==> config.mk <==
export PLATFORM = sky130hd
export DESIGN_NAME = matmul_dot_stream
export DESIGN_NICKNAME = d
export VERILOG_FILES = /design/src/rtl/matmul_dot_stream.sv
export SDC_FILE = /design/constraint.sdc
export NUM_CORES = 1
export LEC_CHECK = 0
export ABC_CLOCK_PERIOD_IN_PS = 4000
export CAP_MARGIN = 40
export CORE_ASPECT_RATIO = 0.9
export CORE_MARGIN = 5
export CORE_UTILIZATION = 50
export DETAILED_ROUTE_END_ITERATION = 8
export GPL_TIMING_DRIVEN = 0
export PLACE_DENSITY = 0.7
export REMOVE_ABC_BUFFERS = 1
export SLEW_MARGIN = 15
export SYNTH_ARGS = -nofsm -noshare
export SYNTH_HDL_FRONTEND = slang
export SYNTH_SLANG_ARGS = --single-unit
==> constraint.sdc <==
create_clock -name clk -period 4 [get_ports clk]
set_clock_uncertainty 0.1 [all_clocks]
set_input_delay 0.8 -clock clk [delete_from_list [all_inputs] [get_ports clk]]
set_output_delay 0.8 -clock clk [all_outputs]
set_load 0.01 [all_outputs]
==> src/rtl/matmul_dot_stream.sv <==
// matmul_dot_stream: two-stage streaming dot-product engine with ready/valid handshake
// and row-major row/col/last tagging. Define MATMUL_SIGNED_EN for two's complement elements.
module matmul_dot_stream #(
    parameter int N   = 3,
    parameter int W   = 8,
    parameter int DIM = 3,
    localparam int OUT_W = 2*W + $clog2(N),
    localparam int TW    = (DIM > 1) ? $clog2(DIM) : 1
) (
    input  logic                  clk,
    input  logic                  rst,
    input  logic [N-1:0][W-1:0]   row1,
    input  logic [N-1:0][W-1:0]   col2,
    input  logic                  axiiv,
    output logic                  axiir,
    input  logic                  tag_clr,
    output logic [OUT_W-1:0]      axiod,
    output logic [TW-1:0]         axiod_row,
    output logic [TW-1:0]         axiod_col,
    output logic                  axiod_last,
    output logic                  axiov,
    input  logic                  axior
);

    localparam int PW = 2*W;
    localparam logic [TW-1:0] LAST = TW'(DIM - 1);

    logic                  en;
    logic                  accept;
    logic [N-1:0][PW-1:0]  prod_d;
    logic [N-1:0][PW-1:0]  prod_q;
    logic                  v1;
    logic [TW-1:0]         s1_row;
    logic [TW-1:0]         s1_col;
    logic [OUT_W-1:0]      sum;
    logic [TW-1:0]         cnt_row;
    logic [TW-1:0]         cnt_col;
    logic [TW-1:0]         base_row;
    logic [TW-1:0]         base_col;
    logic [TW-1:0]         nxt_row;
    logic [TW-1:0]         nxt_col;

    // A single enable stalls the whole pipe only when the output slot is occupied and blocked.
    assign en     = !axiov || axior;
    assign axiir  = en;
    assign accept = axiiv && en;

    always_comb begin
        prod_d = '0;
        for (int unsigned i = 0; i < N; i++) begin
`ifdef MATMUL_SIGNED_EN
            prod_d[i] = PW'($signed(row1[i])) * PW'($signed(col2[i]));
`else
            prod_d[i] = PW'(row1[i]) * PW'(col2[i]);
`endif
        end
    end

    always_comb begin
        sum = '0;
        for (int unsigned i = 0; i < N; i++) begin
`ifdef MATMUL_SIGNED_EN
            sum = sum + OUT_W'($signed(prod_q[i]));
`else
            sum = sum + OUT_W'(prod_q[i]);
`endif
        end
    end

    // tag_clr coinciding with a beat tags that beat (0,0) and counts on from there.
    always_comb begin
        base_row = tag_clr ? '0 : cnt_row;
        base_col = tag_clr ? '0 : cnt_col;
        nxt_row  = base_row;
        nxt_col  = base_col + TW'(1);
        if (base_col == LAST) begin
            nxt_col = '0;
            nxt_row = (base_row == LAST) ? '0 : base_row + TW'(1);
        end
    end

    always_ff @(posedge clk or negedge rst) begin
        if (!rst) begin
            cnt_row <= '0;
            cnt_col <= '0;
        end else if (accept) begin
            cnt_row <= nxt_row;
            cnt_col <= nxt_col;
        end else if (tag_clr) begin
            cnt_row <= '0;
            cnt_col <= '0;
        end
    end

    always_ff @(posedge clk or negedge rst) begin
        if (!rst) begin
            v1         <= 1'b0;
            prod_q     <= '0;
            s1_row     <= '0;
            s1_col     <= '0;
            axiov      <= 1'b0;
            axiod      <= '0;
            axiod_row  <= '0;
            axiod_col  <= '0;
            axiod_last <= 1'b0;
        end else if (en) begin
            v1         <= axiiv;
            prod_q     <= prod_d;
            s1_row     <= base_row;
            s1_col     <= base_col;
            axiov      <= v1;
            axiod      <= sum;
            axiod_row  <= s1_row;
            axiod_col  <= s1_col;
            axiod_last <= (s1_row == LAST) && (s1_col == LAST);
        end
    end

endmodule

# Yosys cells after proc, flatten, opt, wreduce, memory -nomap -nowiden
# Index checks and enable logic that the tools add are counted.
[op_classes] n_addsub=4 mul=3 n_eq_ne=4 n_mux=7 n_reduce_logical=4
[ops] operator="multiplier 8 x 8 -> 16 bit" count=3
[ops] operator="adder 17 x 16 -> 18 bit" count=1
[ops] operator="adder 16 x 16 -> 17 bit" count=1
[ops] operator="two-way mux 2 bit" count=7
[ops] operator="equality test 2 bit, second input constant" count=4
[ops] operator="adder 2 x 1 -> 2 bit, second input constant" count=2
[ops] operator="logical AND 1 bit" count=2
[ops] operator="zero test 1 bit" count=1
[ops] operator="logical OR 1 bit" count=1
[word_totals] ff_bits=81 inputBits=53 output_inout_bits=25 elab_cells=35

# Longest topological paths before layout
[depth] depth_word=5 mapped_depth=16 depth_no_buf=16

# Worst setup path after synthesis
# OpenSTA, ideal clock, no wires.
[synth_timing] path_type="input -> register" startpoint="input row1[11] (netlist bit)" endpoint="register prod_q[30] (netlist bit)" setup_time_ps=120 t_arrival_ps=4484 path_slack_ps=-705 cell_stages=14 n_path_buf=0 path_cell_list="and2_1 > fa_1 > fa_1 > inv_1 > fa_1 > fa_1 > inv_1 > ha_1 > a21o_1 > nand2_1 > a31oi_1 > o21a_1 > or4_1 > a31o_2"
[synth_between] elab_chain_len=1
[synth_lines] item="from (decl)" line="12" source="input logic [N-1:0][W-1:0] row1,"
[synth_lines] item="multiplier 8 x 8 -> 16 bit" line="54" source="prod_d[i] = PW'(row1[i]) * PW'(col2[i]);"
[synth_lines] item="to (signal assigned)" line="108" source="prod_q <= prod_d;"
[synth_lines] item="to (decl)" line="31" source="logic [N-1:0][PW-1:0] prod_q;"
# Every way passes these cells.
# A chain may end at the register's enable or synchronous reset.

# Final worst setup path
[layout_timing] startpoint="input row1[10] (netlist bit)" endpoint="register prod_q[30] (netlist bit)"
# The elaborated chain is that of the path after synthesis.

==> results.md <==
* Global-route wire length before repair at 39350 µm
* Ys Warns at 0
* Starting Density at 0.5101
* I/O pin total at 78
* Slew headroom at 0.4225
* Part of the cycle the worst path needs at 1.108
* TritonRoute pass-1 iters at 5
* Mean post-synth cell area at 9.119 µm²
* Clock Tree Root: clkbuf_16
* Worst-Margin Slew at 0.8623 ns
* Ys flop type: dfrtp_1
* Sequential cell area at 2027 µm²
* CTS Buf Count at 9
* Post-Syn Area at 10260 µm²
* Fill cells at 1630
* Register area share after synthesis at 0.1976
* Avg Vias per Cell at 5.305
* CP max FO at 6
* CTS tree: built
* Cts hold-fix bufs at 0
* Finished Cell Area at 12730 µm²
* Layout cell share with drive strength beyond 1 at 0.1973
* Async SR Flop Fraction at 1.000
* DR WL/cell at 15.20 µm
* CTS max path bufs at 2
* Outcome: finished with violations
* Post-Syn Instances at 1125
* Met2 Use GR at 0.3525
* CP arrival at 4.56 ns
* CP Capture Type: flop
* WP data required at 4.13 ns
* Residual DRC at 0
* I/O Buffers at 77
* Met3 usage at 0.02634
* Area growth, synth to finish at 24.13%
* GR Overflow Total at 0
* Core Region at 20110 µm²
* Worst hold path class: in -> async
* Antenna Violating Nets Remaining at 0
* Drt total wl at 22760 µm
* Vias in the first global route at 8368
* Final Max Tran Viols at 0
* Die extent in x at 161.0 µm
* Latest clock arrival within the worst-skew pair at 0.34 ns
* Iteration-0 DRC Markers at 394
* Power Density at 716.5 nW/µm²
* Final Wtd Congestion at 0.8329
* Flops & latches, synth at 81
* Worst ir drop on vdd at 0.5363 mV
* CP Launch Type: primary input
* H-tree depth at 3
* Die H at 145.9 µm
* Cell variety after synth at 51
* Hpwl dp at 17190 µm
* Busiest grt layer: met2
* Final #Nets at 1538
* Post-route worst setup slack at -0.4321 ns
* LEAKAGE at 6.219 nW
* Area after DPL at 11340 µm²
* Final hold viol count at 0
* Multi-input logic area at 8182 µm²
* RSZ-0062 raised after global routing: yes
* Largest net degree at the start of global routing at 61
* Vias at 7942
* # rows at 49
* # diodes at 0
* Tmin final at 4.432 ns
* Initial antenna violation count at 0
* Worst-path clk slew at 0.06 ns
* Violated checks: negative setup slack
* Max Fclk at 0.2256 GHz
* Pre-CTS setup slack at -1.574 ns
* Clock tree sinks at 81
* Critical path class: in -> reg
* MaxCap Viol Count at 0
* Die Footprint at 23490 µm²
* Grt met1 use at 0.2640
* EDFF count, synth at 0
* Setup violators final at 23
* Total GRT Usage at 0.1997
==> timing repair <==
| item | 4_1_cts | 5_1_grt |
|---|---|---|
| gates cloned | 1 | 0 |
| endpoints found under the setup margin | 31 | 27 |
| pin swaps | 104 | 58 |
| setup buffers | 31 | 16 |
| resized for setup | 396 | 75 |
==> kinds of logic after synthesis <==
family | after synthesis | share of synthesized area
AND/OR/NAND/NOR | 394 | 0.1981
adder cells (fa/ha/maj) | 248 | 0.3940
buffers and inverters | 190 | 0.06952
AO/OA/AOI/OAI | 169 | 0.1033
flip-flops | 81 | 0.1976
XOR/XNOR | 37 | 0.03159
multiplexers | 6 | 0.005976
==> layer usage <==
metal / up-vias / wire length (µm)
li1: 3841 / -
met1: 3923 / 10060
met5: - / 0
met2: 152 / 11550
met4: 0 / 315
met3: 26 / 841
==> cells in the final DEF, fill, tap and decap left out, drive strengths merged, types with 3 or more instances in the layout <==
cell type        n
inv            168
and2           161
fa             125
ha             123
nand2          122
buf             87
dfrtp           81
nor2            55
a21oi           54
o21ai           45
clkdlybuf4s50   28
a21o            19
xnor2           19
xor2            18
clkbuf          12
o21a            10
nor2b           10
a211oi           8
nand3            7
nand2b           6
nand4            6
nor3             6
mux2i            5
dlygate4sd2      5
and3             5
a31oi            5
o211ai           4
o21bai           4
nor3b            3
o31a             3
or4              3
nand3b           3
clkinvlp         3
o31ai            3
or3              3
clkinv           3
==> synth_stat cells, drive strengths merged (7+ instances only) <==
cell,count,area share
nand2,122,0.045
xor2,18,0.015
nor2,55,0.020
fa,125,0.24
o21ai,45,0.022
and2,161,0.098
nor2b,9,0.0062
a21o,19,0.014
a211oi,8,0.0059
ha,123,0.15
clkbuf,19,0.0070
nand3,7,0.0034
o21a,10,0.0073
dfrtp,81,0.20
a21oi,54,0.027
inv,168,0.061
xnor2,19,0.016
==> flip-flops by register name, indices dropped and copies added, names as in the netlist <==
register	cells
prod_q	48
axiod	18
axiod_col	2
axiod_row	2
cnt_col	2
cnt_row	2
s1_col	2
s1_row	2
axiod_last	1
axiov	1
v1	1
==> where the power goes <==
group | internal, mW | switching, mW | leakage (nW) | total [mW]
Combinational | 3.31 | 3.65 | 5.11 | 6.96
Clock | 0.418 | 0.327 | 0.122 | 0.745
Sequential | 1.17 | 0.250 | 0.986 | 1.42
==> layout make-up <==
type / instances / share of cell area
Multi-Input combinational cell: 855 / 0.6425
Inverter: 169 / 0.05021
Clock inverter: 5 / 0.002555
Tap cell: 255 / 0.02506
Sequential cell: 81 / 0.1592
Clock buffer: 11 / 0.01828
Timing Repair Buffer: 121 / 0.1022
==> worst max-delay path, stage by stage <==
cell,delay [ns]
buf_8,0.11
and2_4,0.15
fa_2,0.39
fa_1,0.48
inv_1,0.05
fa_1,0.50
fa_1,0.52
inv_2,0.05
ha_4,0.23
a21o_1,0.16
nand2_2,0.07
a31oi_2,0.12
o21a_1,0.23
or4_1,0.47
a31o_2,0.24
==> metrics by stage <==
step	utilization	instances	power [mW]	hold slack (ns)	TNS, ns
after detailed placement	0.5641	1439	7.136	0.3549	-35.47
after global routing	0.6332	1497	9.956	0.3020	-6.736
after floorplan	-	1104	5.646	0.3346	-137.80
after CTS	0.6159	1486	8.718	0.2842	-3.498
final	0.6332	1497	9.123	0.2791	-4.249
after global placement	0.5604	1436	6.976	0.3440	-433.73
==> final timing paths <==
kind / slack [ns] / to / start / cells past startpoint
min in group clk: 0.36 / axiod[1] / axiod[1] / 2
worst min register to register: 0.36 / axiod[1] / axiod[1] / 2
worst max-delay path: -0.43 / prod_q[30] / row1[10] / 15
worst max register to register: 0.65 / axiod[15] / prod_q[1] / 10
max in group asynchronous: 2.92 / axiod[12] / rst / 2
worst min-delay path: 0.28 / axiod[0] / rst / 1
No activity file was read; power rests on OpenSTA's default activity.
